`src/rtl/vga_digit_field.sv`:
```
// N-digit, 9-segment decimal field overlaid on the VGA pixel stream, 2-cycle latency.
// Optional VGA_DIGIT_BLINK_EN adds a frame-counted blink of the max highlight.
module vga_digit_field #(
  parameter int unsigned DIGITS       = 4,
  parameter int unsigned X0           = 16,
  parameter int unsigned Y0           = 16,
  parameter int unsigned W            = 32,
  parameter int unsigned H            = 64,
  parameter int unsigned T            = 6,
  parameter int unsigned GAP          = 8,
  parameter int unsigned BLINK_FRAMES = 30
) (
  input  logic                  clk,
  input  logic                  rst_n,
  input  logic [9:0]            pix_x,
  input  logic [9:0]            pix_y,
  input  logic                  pix_valid,
  input  logic                  frame_start,
  input  logic [4*DIGITS-1:0]   num_bcd,
  input  logic [3:0]            theme,
  input  logic                  max,
  output logic [11:0]           rgb,
  output logic                  rgb_valid
);

  localparam int unsigned LXW = $clog2(W);
  localparam int unsigned LYW = $clog2(H);

  localparam logic [LXW-1:0] LX_LO   = LXW'(T);
  localparam logic [LXW-1:0] LX_HI   = LXW'(W - T);
  localparam logic [LYW-1:0] LY_TOP  = LYW'(T);
  localparam logic [LYW-1:0] LY_BOT  = LYW'(H - T);
  localparam logic [LYW-1:0] LY_HALF = LYW'(H / 2);
  localparam logic [LYW-1:0] LY_MID0 = LYW'(H / 2 - T / 2);
  localparam logic [LYW-1:0] LY_MID1 = LYW'(H / 2 - T / 2 + T);

  if (W <= 2 * T || H <= 3 * T || BLINK_FRAMES < 1) begin : gen_bad_params
    $error("vga_digit_field: illegal geometry or blink period");
  end

  // {fg, bg}
  function automatic logic [23:0] pick_colours(input logic [3:0] th, input logic mx);
    logic [11:0] fg;
    logic [11:0] bg;
    case (th)
      4'd1:    begin fg = 12'h000; bg = 12'hfff; end
      4'd2:    begin fg = 12'h8f0; bg = 12'he7d; end
      4'd3:    begin fg = 12'h8f0; bg = 12'h000; end
      4'd4:    begin fg = 12'h0d5; bg = 12'hfff; end
      4'd5:    begin fg = 12'h37f; bg = 12'he7d; end
      default: begin fg = 12'hfff; bg = 12'h000; end
    endcase
    if (mx) begin
      fg = 12'hfe8;
      bg = (th == 4'd1) ? 12'hfff : (th == 4'd2) ? 12'he7d : 12'h000;
    end
    return {fg, bg};
  endfunction

  function automatic logic [8:0] seg_mask(input logic [3:0] code);
    case (code)
      4'd0:    seg_mask = 9'h03f;
      4'd1:    seg_mask = 9'h006;
      4'd2:    seg_mask = 9'h05b;
      4'd3:    seg_mask = 9'h04f;
      4'd4:    seg_mask = 9'h066;
      4'd5:    seg_mask = 9'h06d;
      4'd6:    seg_mask = 9'h07d;
      4'd7:    seg_mask = 9'h007;
      4'd8:    seg_mask = 9'h07f;
      4'd9:    seg_mask = 9'h06f;
      4'd11:   seg_mask = 9'h000;
      default: seg_mask = 9'h1c0;
    endcase
  endfunction

  // Frame shadows
  logic [4*DIGITS-1:0] num_sh;
  logic [3:0]          theme_sh;
  logic                max_sh;

  always_ff @(posedge clk) begin
    if (!rst_n) begin
      num_sh   <= '0;
      theme_sh <= '0;
      max_sh   <= 1'b0;
    end else if (frame_start) begin
      num_sh   <= num_bcd;
      theme_sh <= theme;
      max_sh   <= max;
    end
  end

`ifdef VGA_DIGIT_BLINK_EN
  localparam int unsigned CNTW = (BLINK_FRAMES > 1) ? $clog2(BLINK_FRAMES) : 1;
  logic [CNTW-1:0] blink_cnt;
  logic            blink_phase;

  always_ff @(posedge clk) begin
    if (!rst_n || !max_sh) begin
      blink_cnt   <= '0;
      blink_phase <= 1'b1;
    end else if (frame_start) begin
      if (blink_cnt == CNTW'(BLINK_FRAMES - 1)) begin
        blink_cnt   <= '0;
        blink_phase <= ~blink_phase;
      end else begin
        blink_cnt <= blink_cnt + 1'b1;
      end
    end
  end
`endif

  // Stage 0: leading-zero blanking, cell hit test, colour pick
  logic [3:0]     code_eff [DIGITS];
  logic           seen_nz;
  logic           col_hit;
  logic           row_hit;
  logic [3:0]     code_s0;
  logic [LXW-1:0] lx_s0;
  logic [LYW-1:0] ly_s0;
  logic [11:0]    fg_s0;
  logic [11:0]    bg_s0;

  always_comb begin
    seen_nz = 1'b0;
    for (int i = DIGITS - 1; i >= 0; i--) begin
      code_eff[i] = num_sh[4*i +: 4];
      if (num_sh[4*i +: 4] != 4'd0) seen_nz = 1'b1;
      if (!seen_nz && i != 0) code_eff[i] = 4'd11;
    end
  end

  always_comb begin
    col_hit = 1'b0;
    code_s0 = 4'd11;
    lx_s0   = '0;
    for (int k = 0; k < DIGITS; k++) begin
      if ({1'b0, pix_x} >= 11'(X0 + k * (W + GAP)) &&
          {1'b0, pix_x} <  11'(X0 + k * (W + GAP) + W)) begin
        col_hit = 1'b1;
        code_s0 = code_eff[DIGITS-1-k];
        lx_s0   = LXW'(pix_x - 10'(X0 + k * (W + GAP)));
      end
    end
    row_hit = ({1'b0, pix_y} >= 11'(Y0)) && ({1'b0, pix_y} < 11'(Y0 + H));
    ly_s0   = LYW'(pix_y - 10'(Y0));
  end

  always_comb begin
    {fg_s0, bg_s0} = pick_colours(theme_sh, max_sh);
`ifdef VGA_DIGIT_BLINK_EN
    if (max_sh && !blink_phase) fg_s0 = bg_s0;
`endif
  end

  // Stage 1: everything the pixel needs is frozen here, so a shadow load in the
  // same cycle only affects later pixels.
  logic           vld_q;
  logic           in_q;
  logic [3:0]     code_q;
  logic [LXW-1:0] lx_q;
  logic [LYW-1:0] ly_q;
  logic [11:0]    fg_q;
  logic [11:0]    bg_q;

  always_ff @(posedge clk) begin
    if (!rst_n) begin
      vld_q  <= 1'b0;
      in_q   <= 1'b0;
      code_q <= 4'd11;
      lx_q   <= '0;
      ly_q   <= '0;
      fg_q   <= '0;
      bg_q   <= '0;
    end else begin
      vld_q  <= pix_valid;
      in_q   <= col_hit && row_hit;
      code_q <= code_s0;
      lx_q   <= lx_s0;
      ly_q   <= ly_s0;
      fg_q   <= fg_s0;
      bg_q   <= bg_s0;
    end
  end

  // Stage 2: segment rectangles against the lit set
  logic [8:0]  rect;
  logic        left;
  logic        right;
  logic        mid;
  logic        fg_pix;
  logic [11:0] rgb_d;

  always_comb begin
    left    = lx_q < LX_LO;
    right   = lx_q >= LX_HI;
    mid     = (ly_q >= LY_MID0) && (ly_q < LY_MID1);
    rect[0] = ly_q < LY_TOP;
    rect[1] = right && (ly_q < LY_HALF);
    rect[2] = right && (ly_q >= LY_HALF);
    rect[3] = ly_q >= LY_BOT;
    rect[4] = left && (ly_q >= LY_HALF);
    rect[5] = left && (ly_q < LY_HALF);
    rect[6] = mid && !left && !right;
    rect[7] = mid && left;
    rect[8] = mid && right;
    fg_pix  = in_q && |(rect & seg_mask(code_q));
    rgb_d   = vld_q ? (fg_pix ? fg_q : bg_q) : 12'h000;
  end

  always_ff @(posedge clk) begin
    if (!rst_n) begin
      rgb       <= 12'h000;
      rgb_valid <= 1'b0;
    end else begin
      rgb       <= rgb_d;
      rgb_valid <= vld_q;
    end
  end

endmodule

```
`config.mk`:
```
export PLATFORM = sky130hd
export DESIGN_NAME = vga_digit_field
export DESIGN_NICKNAME = d
export VERILOG_FILES = /design/src/rtl/vga_digit_field.sv
export SDC_FILE = /design/constraint.sdc
export NUM_CORES = 1
export LEC_CHECK = 0
export BUFFER_PORTS_ARGS = -buffer_cell sky130_fd_sc_hd__buf_2
export CAP_MARGIN = 20
export CORE_MARGIN = 1
export CORE_UTILIZATION = 40
export CTS_BUF_LIST = sky130_fd_sc_hd__clkbuf_4
export CTS_CLUSTER_SIZE = 30
export DETAILED_ROUTE_END_ITERATION = 10
export GPL_ROUTABILITY_DRIVEN = 0
export HOLD_SLACK_MARGIN = 0.06
export SLEW_MARGIN = 20
export SYNTH_ARGS = -nofsm -noshare
export SYNTH_HDL_FRONTEND = slang
export SYNTH_SLANG_ARGS = --single-unit
```
`constraint.sdc`:
```
create_clock -name clk -period 3.4 [get_ports clk]
set_input_delay 0.68 -clock clk [delete_from_list [all_inputs] [get_ports clk]]
set_output_delay 0.68 -clock clk [all_outputs]
set_load 0.02 [all_outputs]
```
==> metrics.json, run 1 <==
{
  "synthesis": {
    "async_reset_ff_share_pct": 0,
    "postSynthCellCount": 321,
    "synth_cell_types": 54,
    "synth-seq-area-share_pct": 43.1,
    "synth_nets": 376,
    "register_bit_count_reported_by_yosys": 63,
    "yosys-top-cells-count": "dfxtp_1 (63), nor2_1 (40), mux2i_1 (25)",
    "synthesis.area_per_instance_um2": 9.12,
    "synth_area_leaders": "dfxtp_1 (43%), mux2i_1 (8.5%), nor2_1 (5.1%)",
    "syn_area_um2": 2930,
    "yosys_warnings": 0,
    "yosys_most_used_dff": "dfxtp_1",
    "most_numerous_cell_in_the_yosys_netlist": "dfxtp_1",
    "synth.top_cell.area_share_pct": 43.1,
    "synth-edff-count": 0,
    "synth_area_leader_cell": "dfxtp_1"
  },
  "outcome": {
    "run_status": "finished, final reports clean"
  },
  "grt": {
    "wire_length_of_the_first_global_routing_pass_um": 10300,
    "grt-ovfl-total": 0,
    "antenna_found_initial": 0,
    "grt_start_max_net_pins": 29,
    "grt_pass1_vias": 2213,
    "globalRouteTotalUtil_pct": 17.5
  },
  "timing": {
    "grt_setup_unrepaired": "no",
    "hold_violations": 0,
    "fin_worst_hold_slack_ns": 0.453,
    "post-route-min-period_ns": 2.82,
    "final_max_slew_viol_count": 0,
    "slew_headroom_pct": 34.8,
    "post-route-worst-setup-slack_ns": 0.578,
    "tightest_slew_ns": 0.969,
    "fin_crit_sh_pct": 83.0,
    "maximum_clock_rate_mhz": 354,
    "finalSetupViolations": 0,
    "setup_tns_after_final_layout_ns": 0,
    "timing.clock.skew_ns": 0.0169
  },
  "clock_tree": {
    "cts.sinks": 63,
    "cts_max_path_buffers": 2,
    "cts-buffers-inserted": 9,
    "cts_tree": "built",
    "hold_buffers": 0,
    "cts.repair.resized": 0,
    "cts.clk_slew.worst_paths_ns": 0.12,
    "h_tree_depth": 3,
    "cts_root_buffer": "clkbuf_4",
    "worstSkewPairLatency_ns": 0.41,
    "postCtsSetupBuffers": 0
  },
  "drt": {
    "vias": 2379,
    "initialDrtViolationCount": 72,
    "ant_nets": 0,
    "detail_route.wirelength_um": 6120,
    "routedWlPerCell_um": 12.8,
    "routed_via_density": 4.98,
    "drc_errors": 0,
    "number_of_search_and_repair_iterations_in_the_first_detailed_routing_pass": 4
  },
  "power": {
    "power_leakage_nw": 1.51,
    "max-vdd-ir-drop_mv": 0.259,
    "power_density_nw_per_um2": 440
  },
  "place": {
    "post_dp_cell_area_um2": 3290,
    "detailedPlacementHpwl_um": 4570,
    "port_buffers": 57,
    "preCtsSetupSlack_ns": 0.162
  },
  "setup_path": {
    "worst-setup-path-type": "input pin to flop",
    "type_of_element_launching_the_critical_path": "input pin",
    "largest_fanout_on_the_critical_path": 5,
    "critPathLaunch": "pix_x[9]",
    "timing.critical_path.slowest_stage_cell": "or4_2",
    "worst_ep_arrival_time_ns": 3.16,
    "worst-r2r-setup-slack_ns": 0.88,
    "reg2reg_depth": 9,
    "required_worst_endpoint_ns": 3.74,
    "critPathCaptureType": "flop",
    "crit-reg2reg-launch": "num_sh[12]",
    "cpPeakStageDelay_ns": 0.67,
    "crit_chain": "buf_2 -> or4_2 -> nor3b_1 -> nand4b_1 -> a311oi_2 -> inv_1 -> ha_1 -> mux2_2 -> o21ai_1"
  },
  "layout": {
    "fin_nets": 432,
    "antenna_cells": 0,
    "cell_area_after_layout_um2": 3440,
    "post_route_cells_drive_above_1_share_pct": 23.6,
    "area_growth_syn_to_layout_pct": 17.5,
    "num-fill-cells": 678
  },
  "floorplan": {
    "core_area_um2": 6940,
    "io-pin-count": 58,
    "die_area_um2": 7670,
    "die_x_um": 87.6,
    "start_util_pct": 42.2,
    "std_cell_rows": 30,
    "die_h_um": 87.6
  },
  "hold_path": {
    "hold_path_startpoint": "pix_y[4]",
    "worst_hold_path.endpoint": "ly_q[4]",
    "holdCritPathClass": "input pin to flop",
    "holdPathStages": 2
  },
  "flow_run": {
    "max_cap_violations": 0
  }
}
stage by stage:
| stage | power (mW) | std cells | util [%] |
|---|---|---|---|
| final | 1.51 | 478 | 49.6 |
| after global routing | 1.59 | 478 | 49.6 |
| after CTS | 1.53 | 478 | 49.6 |
| after detailed placement | 1.00 | 462 | 47.4 |
| after global placement | 0.999 | 462 | 47.4 |
| after floorplan | 0.937 | 321 | - |
worst max path at each step:
stage          endpoint  slack [ns]  cells after the start
6_report           flop        0.58                      9
5_1_grt            flop        0.42                     10
4_1_cts            flop        0.60                      9
3_5_place_dp       flop        0.16                      9
3_3_place_gp       flop        0.24                      9
2_1_floorplan      flop        0.44                      9
layout make-up:
class | instances | area, um2 | area share, %
clock buffers | 9 | 67.6 | 1.96
clock inverters | 7 | 80.1 | 2.33
inverters | 20 | 75.1 | 2.18
multi-input cells | 221 | 1520 | 44.0
flip-flops and latches | 63 | 1260 | 36.6
well taps | 96 | 120 | 3.49
repair buffers | 62 | 323 | 9.38
power breakdown:
part	internal [mW]	switching [mW]	total (mW)	leakage [nW]
Clock	0.231	0.298	0.529	0.0731
Combinational	0.0842	0.0968	0.181	0.921
Sequential	0.778	0.0267	0.805	0.518
cell usage in the layout, fill, tap and decap left out, types with 3 or more instances in the layout:
master and count:
nor2_1 40, nor3b_1 4, a22oi_1 3, dfxtp_1 63, buf_2 57, nor4_1 4
nand4b_1 5, and2_1 8, o21ai_1 6, buf_4 5, nand2b_1 6, mux2_2 3
nand2_1 11, a21oi_1 18, ha_1 10, or3_1 3, a31oi_1 5, nand3_1 4
o21ai_0 8, and3_1 4, inv_1 19, clkbuf_4 9, nand3b_1 9, nor3_1 11
mux2i_1 25
critical path: cells and delay by family:
family                   cells  cell delay (ns)
multiplexers                 1             0.27
AND/OR/NAND/NOR              3             1.23
AO/OA/AOI/OAI                2             0.56
adder cells (fa/ha/maj)      1             0.21
buffers and inverters        2             0.21
per-layer routing:
layer	wire, um	GRT usage, %	up-vias
li1	-	-	1253
met1	3210	24.2	1052
met2	2550	25.6	64
met3	264	3.96	10
met4	107	8.94	0
met5	0	0	-
cells by family after synthesis:
logic type / after synthesis / share of synthesized area, %
xor gates and xnor gates: 2 / 0.598
adders and majority gates: 10 / 4.27
AOI/OAI and AO/OA: 63 / 15.3
DFF: 63 / 43.1
and+or+nand+nor: 118 / 21.9
muxes: 28 / 9.70
buffers and inverters: 37 / 5.21
(Power assumes the default switching activity.)
==> run 2: changes to the inputs <==
- clock period: 3.4 -> 2.7 ns (I/O delays scaled with it)
==> metrics.json, run 2 (synthesis gave the netlist of run 1 again) <==
{
  "outcome": {
    "run_status": "finished, final reports clean"
  },
  "floorplan": {
    "io-pin-count": 58,
    "die_x_um": 87.6,
    "start_util_pct": 42.2,
    "core_area_um2": 6940,
    "std_cell_rows": 30,
    "die_area_um2": 7670,
    "die_h_um": 87.6
  },
  "timing": {
    "post-route-min-period_ns": 2.52,
    "grt_setup_unrepaired": "no",
    "timing.clock.skew_ns": 0.0104,
    "slew_headroom_pct": 60.5,
    "finalSetupViolations": 0,
    "tightest_slew_ns": 0.593,
    "maximum_clock_rate_mhz": 396,
    "final_max_slew_viol_count": 0,
    "fin_crit_sh_pct": 93.5,
    "setup_tns_after_final_layout_ns": 0,
    "hold_violations": 0
  },
  "setup_path": {
    "worst-setup-path-type": "input pin to flop",
    "required_worst_endpoint_ns": 3.03,
    "cpPeakStageDelay_ns": 0.69,
    "worst_ep_arrival_time_ns": 2.86,
    "crit_chain": "buf_2 -> or4_2 -> nor3b_2 -> nand4b_1 -> a311oi_4 -> inv_1 -> ha_2 -> mux2_4 -> o21ai_1",
    "type_of_element_launching_the_critical_path": "input pin",
    "largest_fanout_on_the_critical_path": 4,
    "worst-r2r-setup-slack_ns": 0.52,
    "timing.critical_path.slowest_stage_cell": "or4_2",
    "crit-reg2reg-launch": "num_sh[14]",
    "critPathCaptureType": "flop",
    "reg2reg_depth": 9
  },
  "layout": {
    "mostFrequentLayoutCells": "dfxtp_1 (63), buf_2 (57), nor2_1 (40)",
    "register_area_um2": 1260,
    "cell_area_after_layout_um2": 3640,
    "area_growth_syn_to_layout_pct": 24.4,
    "antenna_cells": 0,
    "fin_nets": 452,
    "leading_cell_type_in_the_layout_fill_and_taps_excluded": "dfxtp_1",
    "num-fill-cells": 658,
    "post_route_cells_drive_above_1_share_pct": 28.4,
    "multi_input_area_um2": 1550
  },
  "drt": {
    "drc_errors": 0,
    "vias": 2461,
    "initialDrtViolationCount": 85,
    "number_of_search_and_repair_iterations_in_the_first_detailed_routing_pass": 4,
    "ant_nets": 0,
    "routed_via_density": 4.94,
    "routedWlPerCell_um": 12.6,
    "detail_route.wirelength_um": 6250
  },
  "hold_path": {
    "holdCritPathClass": "input pin to flop",
    "worst_hold_path.endpoint": "ly_q[4]",
    "hold_path_startpoint": "pix_y[4]",
    "holdPathStages": 2
  },
  "place": {
    "post_dp_cell_area_um2": 3480,
    "port_buffers": 57,
    "detailedPlacementHpwl_um": 4630
  },
  "clock_tree": {
    "cts-buffers-inserted": 9,
    "cts.clk_slew.worst_paths_ns": 0.11,
    "cts.repair.resized": 0,
    "hold_buffers": 0,
    "cts_tree": "built",
    "cts_root_buffer": "clkbuf_4",
    "worstSkewPairLatency_ns": 0.39,
    "h_tree_depth": 3,
    "cts.sinks": 63,
    "postCtsSetupBuffers": 0,
    "cts_max_path_buffers": 2
  },
  "power": {
    "power_density_nw_per_um2": 546,
    "report.power.total_mw": 1.99,
    "max-vdd-ir-drop_mv": 0.480,
    "power_leakage_nw": 1.63
  },
  "grt": {
    "globalRouteTotalUtil_pct": 17.9,
    "grt_pass1_vias": 2296,
    "grt_start_max_net_pins": 29,
    "grt-ovfl-total": 0,
    "wire_length_of_the_first_global_routing_pass_um": 10600,
    "antenna_found_initial": 0
  },
  "flow_run": {
    "max_cap_violations": 0
  }
}
## run 2: per-stage QoR
stage	util, %	std cells	hold slack, ns	worst slack (ns)
2_1_floorplan	-	321	0.426	-0.0428
3_3_place_gp	50.2	482	0.456	-0.169
3_5_place_dp	50.2	482	0.456	-0.233
4_1_cts	52.5	498	0.290	0.197
5_1_grt	52.5	498	0.308	0.0524
6_report	52.5	498	0.321	0.177
## run 2: layer usage
layer	global-route usage (%)	vias up	part of all wire, %
li1	-	1299	-
met3	4.62	8	5.2
met5	0	-	0
met1	23.5	1094	50
met4	6.41	0	0.83
met2	28.7	60	44
## run 2: layout make-up
cell class	instances	share of cell area, %
multi-input cells	221	42.7
flip-flops and latches	63	34.6
repair buffers	82	13.0
well taps	96	3.30
clock inverters	6	2.34
clock buffers	10	2.06
inverters	20	2.06
## run 2: how the worst max path moves through the flow
| stage | from | end | slack, ns | cells after the start |
|---|---|---|---|---|
| floorplan | pix_x[9] | flop | -0.04 | 9 |
| global placement | pix_x[9] | flop | -0.17 | 9 |
| detailed placement | pix_x[9] | flop | -0.23 | 9 |
| CTS | pix_x[9] | flop | 0.20 | 9 |
| global route | pix_x[9] | flop | 0.05 | 9 |
| finish | pix_x[9] | flop | 0.18 | 9 |
## run 2: worst max-delay path: cells and delay by family
kind,cells,cell delay [ns]
adder cells (fa/ha/maj),1,0.18
AND/OR/NAND/NOR,3,1.17
buffers and inverters,2,0.19
multiplexers,1,0.25
AO/OA/AOI/OAI,2,0.52
## run 2: power breakdown
group | leakage [nW] | switching [mW] | internal [mW]
clock | 0.0840 | 0.338 | 0.383
sequential | 0.518 | 0.0345 | 0.980
combinational | 1.03 | 0.128 | 0.127
